$ cat src/rtl/axil_pkg.sv
// ---------------------------------------------------------------------------
// axil_pkg
// Shared definitions for the AXI4-Lite bridge and the UART slave it talks to:
//   - state_t        : bridge FSM states
//   - OKAY/SLVERR/DECERR : AXI response codes
//   - UART_REG_*     : register byte offsets of the UART slave
//   - in_wait_state  : true in the states where the B/R timeout runs
// ---------------------------------------------------------------------------
package axil_pkg;

  typedef enum logic [2:0] {
    IDLE    = 3'd0,
    WR_REQ  = 3'd1,
    WR_RESP = 3'd2,
    RD_REQ  = 3'd3,
    RD_RESP = 3'd4,
    RSP     = 3'd5,
    DRAIN   = 3'd6
  } state_t;

  localparam logic [1:0] OKAY   = 2'b00;
  localparam logic [1:0] SLVERR = 2'b10;
  localparam logic [1:0] DECERR = 2'b11;

  localparam logic [31:0] UART_REG_TXDATA  = 32'h0000_0000;
  localparam logic [31:0] UART_REG_RXDATA  = 32'h0000_0004;
  localparam logic [31:0] UART_REG_STATUS  = 32'h0000_0008;
  localparam logic [31:0] UART_REG_CTRL    = 32'h0000_000C;
  localparam logic [31:0] UART_REG_BAUDDIV = 32'h0000_0010;

  function automatic logic in_wait_state(input state_t s);
    return (s == WR_RESP) || (s == RD_RESP);
  endfunction

endpackage

$ cat src/rtl/axil_master_bridge.sv
// ---------------------------------------------------------------------------
// axil_master_bridge
// Turns single CPU-side commands into AXI4-Lite master transactions, one at a
// time, and returns one response per command. A B/R beat that does not arrive
// within TIMEOUT_CYCLES produces a SLVERR response flagged rsp_timeout; the
// late beat is then sunk in DRAIN before the next command is accepted.
//
// Ports
//   ACLK, ARESETN                 clock, asynchronous active-low reset
//   cmd_valid/ready, cmd_write,   command port (addr, write data, byte strobe)
//   cmd_addr, cmd_wdata, cmd_wstrb
//   rsp_valid/ready, rsp_rdata,   response port (read data, AXI resp code,
//   rsp_resp, rsp_timeout         timeout flag)
//   AW*, W*, B*, AR*, R*          AXI4-Lite master channels
// ---------------------------------------------------------------------------
module axil_master_bridge
  import axil_pkg::*;
#(
  parameter int TIMEOUT_CYCLES = 1024
) (
  input  logic        ACLK,
  input  logic        ARESETN,
  input  logic        cmd_valid,
  output logic        cmd_ready,
  input  logic        cmd_write,
  input  logic [31:0] cmd_addr,
  input  logic [31:0] cmd_wdata,
  input  logic [3:0]  cmd_wstrb,
  output logic        rsp_valid,
  input  logic        rsp_ready,
  output logic [31:0] rsp_rdata,
  output logic [1:0]  rsp_resp,
  output logic        rsp_timeout,
  output logic [31:0] AWADDR,
  output logic        AWVALID,
  input  logic        AWREADY,
  output logic [31:0] WDATA,
  output logic [3:0]  WSTRB,
  output logic        WVALID,
  input  logic        WREADY,
  input  logic [1:0]  BRESP,
  input  logic        BVALID,
  output logic        BREADY,
  output logic [31:0] ARADDR,
  output logic        ARVALID,
  input  logic        ARREADY,
  input  logic [31:0] RDATA,
  input  logic [1:0]  RRESP,
  input  logic        RVALID,
  output logic        RREADY
);

  localparam logic [15:0] WAIT_LAST = 16'(TIMEOUT_CYCLES - 1);

  state_t      state_reg;
  state_t      state_next;
  logic [31:0] addr_reg;
  logic [31:0] wdata_reg;
  logic [3:0]  wstrb_reg;
  logic        aw_done_reg;
  logic        w_done_reg;
  logic [15:0] wait_cnt_reg;
  logic        drain_reg;
  logic [31:0] rsp_rdata_reg;
  logic [1:0]  rsp_resp_reg;
  logic        rsp_timeout_reg;

  logic cmd_fire;
  logic aw_ok;
  logic w_ok;
  logic b_fire;
  logic r_fire;
  logic tmo_fire;
  logic drain_fire;

  assign cmd_fire   = cmd_valid && (state_reg == IDLE);
  // A channel counts as done if it handshook earlier or is handshaking now,
  // so AW and W may complete in either order or together.
  assign aw_ok      = aw_done_reg || AWREADY;
  assign w_ok       = w_done_reg  || WREADY;
  assign b_fire     = (state_reg == WR_RESP) && BVALID;
  assign r_fire     = (state_reg == RD_RESP) && RVALID;
  // The real beat has priority over an expiry on the same cycle.
  assign tmo_fire   = in_wait_state(state_reg) && !b_fire && !r_fire &&
                      (wait_cnt_reg == WAIT_LAST);
  assign drain_fire = (state_reg == DRAIN) && (BVALID || RVALID);

  // State register
  always_ff @(posedge ACLK or negedge ARESETN) begin
    if (!ARESETN) begin
      state_reg <= IDLE;
    end else begin
      state_reg <= state_next;
    end
  end

  // Next-state logic
  always_comb begin
    state_next = state_reg;
    case (state_reg)
      IDLE:    if (cmd_valid) state_next = cmd_write ? WR_REQ : RD_REQ;
      WR_REQ:  if (aw_ok && w_ok) state_next = WR_RESP;
      WR_RESP: if (b_fire || tmo_fire) state_next = RSP;
      RD_REQ:  if (ARREADY) state_next = RD_RESP;
      RD_RESP: if (r_fire || tmo_fire) state_next = RSP;
      RSP:     if (rsp_ready) state_next = drain_reg ? DRAIN : IDLE;
      DRAIN:   if (drain_fire) state_next = IDLE;
      default: state_next = IDLE;
    endcase
  end

  // Handshake outputs, decoded from state
  always_comb begin
    cmd_ready = 1'b0;
    AWVALID   = 1'b0;
    WVALID    = 1'b0;
    BREADY    = 1'b0;
    ARVALID   = 1'b0;
    RREADY    = 1'b0;
    rsp_valid = 1'b0;
    case (state_reg)
      IDLE:    cmd_ready = 1'b1;
      WR_REQ: begin
        AWVALID = !aw_done_reg;
        WVALID  = !w_done_reg;
      end
      WR_RESP: BREADY    = 1'b1;
      RD_REQ:  ARVALID   = 1'b1;
      RD_RESP: RREADY    = 1'b1;
      RSP:     rsp_valid = 1'b1;
      DRAIN: begin
        BREADY = 1'b1;
        RREADY = 1'b1;
      end
      default: ;
    endcase
  end

  // Command capture, handshake tracking, wait counter and response capture
  always_ff @(posedge ACLK or negedge ARESETN) begin
    if (!ARESETN) begin
      addr_reg        <= '0;
      wdata_reg       <= '0;
      wstrb_reg       <= '0;
      aw_done_reg     <= 1'b0;
      w_done_reg      <= 1'b0;
      wait_cnt_reg    <= '0;
      drain_reg       <= 1'b0;
      rsp_rdata_reg   <= '0;
      rsp_resp_reg    <= OKAY;
      rsp_timeout_reg <= 1'b0;
    end else begin
      if (cmd_fire) begin
        addr_reg  <= cmd_addr;
        wdata_reg <= cmd_wdata;
        wstrb_reg <= cmd_wstrb;
      end

      if (state_reg == WR_REQ) begin
        if (AWREADY) aw_done_reg <= 1'b1;
        if (WREADY)  w_done_reg  <= 1'b1;
      end else begin
        aw_done_reg <= 1'b0;
        w_done_reg  <= 1'b0;
      end

      // Held at zero outside the wait states, so it starts from 0 on entry.
      if (in_wait_state(state_reg)) begin
        wait_cnt_reg <= wait_cnt_reg + 16'd1;
      end else begin
        wait_cnt_reg <= '0;
      end

      if (b_fire) begin
        rsp_resp_reg    <= BRESP;
        rsp_rdata_reg   <= '0;
        rsp_timeout_reg <= 1'b0;
      end else if (r_fire) begin
        rsp_resp_reg    <= RRESP;
        rsp_rdata_reg   <= RDATA;
        rsp_timeout_reg <= 1'b0;
      end else if (tmo_fire) begin
        rsp_resp_reg    <= SLVERR;
        rsp_rdata_reg   <= '0;
        rsp_timeout_reg <= 1'b1;
        drain_reg       <= 1'b1;
      end

      if (drain_fire) drain_reg <= 1'b0;
    end
  end

  assign AWADDR      = addr_reg;
  assign ARADDR      = addr_reg;
  assign WDATA       = wdata_reg;
  assign WSTRB       = wstrb_reg;
  assign rsp_rdata   = rsp_rdata_reg;
  assign rsp_resp    = rsp_resp_reg;
  assign rsp_timeout = rsp_timeout_reg;

endmodule
$ cat config.mk
export PLATFORM = sky130hd
export DESIGN_NAME = axil_master_bridge
export DESIGN_NICKNAME = d
export VERILOG_FILES = /design/src/rtl/axil_pkg.sv /design/src/rtl/axil_master_bridge.sv
export SDC_FILE = /design/constraint.sdc
export NUM_CORES = 1
export LEC_CHECK = 0
export CAP_MARGIN = 5
export CORE_ASPECT_RATIO = 1.4
export CORE_MARGIN = 4
export CORE_UTILIZATION = 44
export DETAILED_ROUTE_END_ITERATION = 10
export GPL_ROUTABILITY_DRIVEN = 0
export PLACE_DENSITY = 0.92
export SLEW_MARGIN = 20
export SYNTH_ARGS = -nofsm -noshare
export SYNTH_HDL_FRONTEND = slang
export SYNTH_SLANG_ARGS = --single-unit
export TNS_END_PERCENT = 100
$ cat constraint.sdc
create_clock -name ACLK -period 4.7 [get_ports ACLK]
set_clock_uncertainty 0.2 [all_clocks]
set_input_delay 0.47 -clock ACLK [delete_from_list [all_inputs] [get_ports ACLK]]
set_output_delay 0.47 -clock ACLK [all_outputs]
set_load 0.05 [all_outputs]
# Word level (Yosys, flattened, before mapping)
# Cells that the tools add are included.
[op_classes]
n_mux = 34
eq_ne = 18
n_addsub = 1
n_reduce_logical = 25
[op_table]
columns = ["cell", "n"]
rows = [
  ["32-bit two-way mux", 3],
  ["3-bit two-way mux", 8],
  ["3-bit case mux with 7 select lines", 1],
  ["1-bit two-way mux", 17],
  ["16-bit by 1-bit adder with 16-bit output, second input constant", 1],
  ["16-bit by 10-bit equality test with 1-bit output, second input constant", 1],
  ["16-bit two-way mux", 1],
  ["2-bit inequality test, second input constant", 8],
  ["3-bit equality test, second input constant", 3],
  ["1-bit logical AND", 8],
  ["2-bit two-way mux", 4],
  ["7-bit AND reduction", 1],
  ["3-bit by 2-bit equality test with 1-bit output, second input constant", 2],
  ["1-bit logical OR", 6],
  ["2-bit by 1-bit inequality test with 1-bit output, second input constant", 3],
  ["1-bit logical NOT", 4],
  ["2-bit OR reduction", 2],
  ["3-bit by 1-bit equality test with 1-bit output, second input constant", 1],
  ["3-bit logical NOT", 1],
  ["3-bit AND reduction", 1],
  ["3-bit nonzero test", 1],
  ["2-bit nonzero test", 1],
]
[word_totals]
input_bits = 114
output_inout_bits = 142
reg_bits = 125

# Logic depth before layout (Yosys ltp)
[depth]
word_depth = 10
depth_mapped = 7

# Worst setup path after synthesis
# Ideal clock, no wire load.
[synth_timing]
kind = "flip-flop to output port"
start = "register state_reg[0]"
end = "output port rsp_valid"
t_arrival_ns = 1.847
slack_ns = 2.183
required_time_ns = 4.030
stages_incl_launch_ff = 4
cell_sequence = "dfrtp_1 > buf_2 > inv_1 > nor3b_1"
[synth_between]
elab_chain_len = 2
[synth_lines]
columns = ["element", "line_no", "rtl"]
rows = [
  ["from (decl)", "axil_master_bridge.sv:55", "state_t state_reg;"],
  ["from (signal assigned)", "axil_master_bridge.sv:93", "state_reg <= state_next;"],
  ["3-bit equality test", "axil_master_bridge.sv:121", "case (state_reg)"],
  ["1-bit two-way mux", "axil_master_bridge.sv:121", ""],
  ["to (decl)", "axil_master_bridge.sv:29", "output logic rsp_valid,"],
]
# No other way between the ends.

# Worst setup path in the final report
[layout_timing]
start = "register state_reg[0]"
end = "output port WVALID"
[layout_between]
elab_chain_len = 2
[layout_lines]
columns = ["element", "line_no", "rtl"]
rows = [
  ["3-bit by 1-bit equality test with 1-bit output", "axil_master_bridge.sv:121", ""],
  ["1-bit two-way mux", "axil_master_bridge.sv:121", ""],
  ["to (decl)", "axil_master_bridge.sv:39", "output logic WVALID,"],
]
# No other way between the ends.

==> impl_metrics.py <==
metrics = {
    "outcome": {
        "outcome": "completed",
    },
    "sta": {
        "max_freq_mhz": 306.2,
        "finalSetupViolations": 0,
        "period_share_pct": 69.48,
        "hold_viol": 0,
        "tns_ps": 0,
        "timing.hold.ws_ps": 269.3,
        "final_max_slew_viol_count": 0,
        "fin_crit_ps": 3266,
        "tightest_slew_ps": 889.3,
        "rsz0062_at_grt": "no",
        "relSlewSlack_pct": 40.58,
    },
    "clock_tree": {
        "clk_pin_slew_worst_paths_ps": 50,
        "holdBufCountCts": 0,
        "cts_resized": 0,
        "tritoncts": "yes",
        "clock_latency_ps": 410,
        "cts_buffers": 17,
        "cts_root_buf": "clkbuf_16",
        "cts_sinks": 125,
        "h-tree-depth": 4,
        "cts_setup_buffers": 0,
        "clockBufferDepth": 2,
    },
    "die": {
        "io_pins": 256,
        "die_h_um": 137.7,
        "die-area_sq_um": 13860,
        "core_area_sq_um": 11820,
        "num_rows": 47,
        "die-width_um": 100.6,
        "initial_core_util_pct": 44.72,
    },
    "finish": {
        "diodes": 0,
        "final_nets": 731,
        "drive_above_1_share_pct": 14.15,
        "most-common-layout-cells": "clkdlybuf4s50_1 (254), dfrtp_1 (125), mux2_2 (48)",
        "area_delta_synth_final_pct": 57.09,
        "final_cells": 776,
        "final_common_cell": "clkdlybuf4s50_1",
    },
    "yosys": {
        "syn_avg_cell_area_sq_um": 13.42,
        "synth_nets": 509,
        "synth_flop_cell": "dfrtp_1",
        "synth-seq-cells": 125,
        "synth.top_cell.area_share_pct": 59.17,
        "synth_cells": 394,
        "yosys.area.top_type": "dfrtp_1",
        "async_flop_share_pct": 100.0,
        "synth_area_leaders": "dfrtp_1 (59%), mux2_2 (10%), a22o_1 (5.3%)",
        "synth_seq_area_share_pct": 59.17,
        "ys_warn_count": 0,
        "syn_area_sq_um": 5286,
        "synth_edf_count": 0,
        "ys_types": 47,
    },
    "global_route": {
        "grt_pass1_vias": 4294,
        "antenna_found_initial": 0,
        "grt_max_degree": 82,
        "grtUsageTotal_pct": 21.06,
        "grt-ovfl-total": 0,
        "grt_pass1_wl_um": 22340,
    },
    "place": {
        "hpwl_um": 11040,
        "dpl.cell_count": 743,
        "port_buffers": 255,
    },
    "critical_path": {
        "crit_arrival_ps": 2600,
        "cp.buffers_inverters": 1,
        "crit_chain": "or3b_1 > nor2_1 > clkdlybuf4s50_1",
        "required_ps": 4030,
        "crit_type": "flip-flop to primary output",
        "critical_path.max_stage_delay_ps": 850,
        "path_max_fanout": 16,
        "critPathTopFamily": "buffers and inverters",
        "endpoint_kind": "primary output",
        "slowest_stage": "clkdlybuf4s50_1",
        "cp-start-kind": "flip-flop",
    },
    "flow_run": {
        "maxCapViolCount": 0,
    },
    "drt": {
        "wl_per_cell_um": 19.19,
        "dr_total_vias": 3974,
        "viasPerCell": 5.121,
        "drt_iter0_drc": 95,
        "wl_um": 14900,
        "dr.pass1.iters": 6,
        "drcViolationCount": 0,
        "drtAntennaViolNets": 0,
    },
    "hold_path": {
        "min_path_type": "flip-flop to flip-flop",
    },
}
## per-layer routing
metal | vias to the layer above | track usage [%] | wire length, um
met3 | 22 | 7.700 | 1304
met5 | - | 0 | 0
li1 | 1806 | - | -
met4 | 0 | 6.742 | 291
met1 | 1961 | 22.66 | 5234
met2 | 185 | 37.95 | 8064
## synth_stat cells (2+ instances only)
cell type,instances
xnor2_1,3
xor2_1,8
and4_1,2
nand2_1,7
nand4_1,5
a22o_1,32
inv_1,6
dfrtp_1,125
nand3_1,6
nor2_1,20
or3_1,2
o21a_1,2
a21oi_1,7
mux2_2,48
nor3b_1,5
o211ai_1,2
buf_6,4
clkbuf_1,7
o21ai_0,4
buf_4,37
buf_2,8
nand3b_1,3
and2_1,3
mux2_1,22
nor2b_1,2
or4_1,3
## final cells by class
| cell class | count | area [sq um] |
|---|---|---|
| fillers | 772 | 3516 |
| inverters | 6 | 22.52 |
| clock inverters | 10 | 136.4 |
| well taps | 147 | 183.9 |
| clock buffers | 22 | 484.2 |
| multi-input cells | 207 | 1763 |
| repair buffers | 259 | 2586 |
| flip-flops and latches | 125 | 3128 |
## worst register-to-register path: stages, from the launching register on
cell	delay (ps)
dfrtp_1	580
nor3_2	270
and2_2	710
buf_4	540
mux2_2	410
## stage by stage
| step | utilization, % | worst slack, ps | area (sq um) |
|---|---|---|---|
| 2_1_floorplan | - | 2183 | 5286 |
| 3_3_place_gp | 64.89 | 1863 | 7670 |
| 3_5_place_dp | 64.89 | 1812 | 7670 |
| 4_1_cts | 70.14 | 1409 | 8290 |
| 5_1_grt | 70.26 | 1299 | 8304 |
| 6_report | 70.26 | 1434 | 8304 |
## worst paths after layout
kind / cells past startpoint / start / to / slack [ps]
max: 3 / state_reg[0] / WVALID / 1430
min: 1 / wait_cnt_reg[0] / wait_cnt_reg[0] / 270
max reg2reg: 4 / state_reg[1] / WDATA[12] / 1870
min reg2reg: 1 / wait_cnt_reg[0] / wait_cnt_reg[0] / 270
max in group asynchronous: 3 / ARESETN / WDATA[25] / 2740
min in group asynchronous: 2 / ARESETN / ARADDR[29] / 480
## kinds of logic (layout without fill, tap and decap cells)
logic type / count (synthesis) / after routing / share of synthesized area [%]
flip-flops: 125 / 125 / 59.17
multiplexers: 70 / 70 / 14.91
AND/OR/NAND/NOR: 68 / 68 / 7.385
buffers and inverters: 62 / 297 / 7.787
AO/OA/AOI/OAI: 57 / 57 / 8.686
XOR/XNOR: 11 / 11 / 1.823
adder cells (fa/ha/maj): 1 / 1 / 0.2366
Power is not shown: default switching activity piles up to over one toggle a cycle in this logic, so the estimate is an artifact.
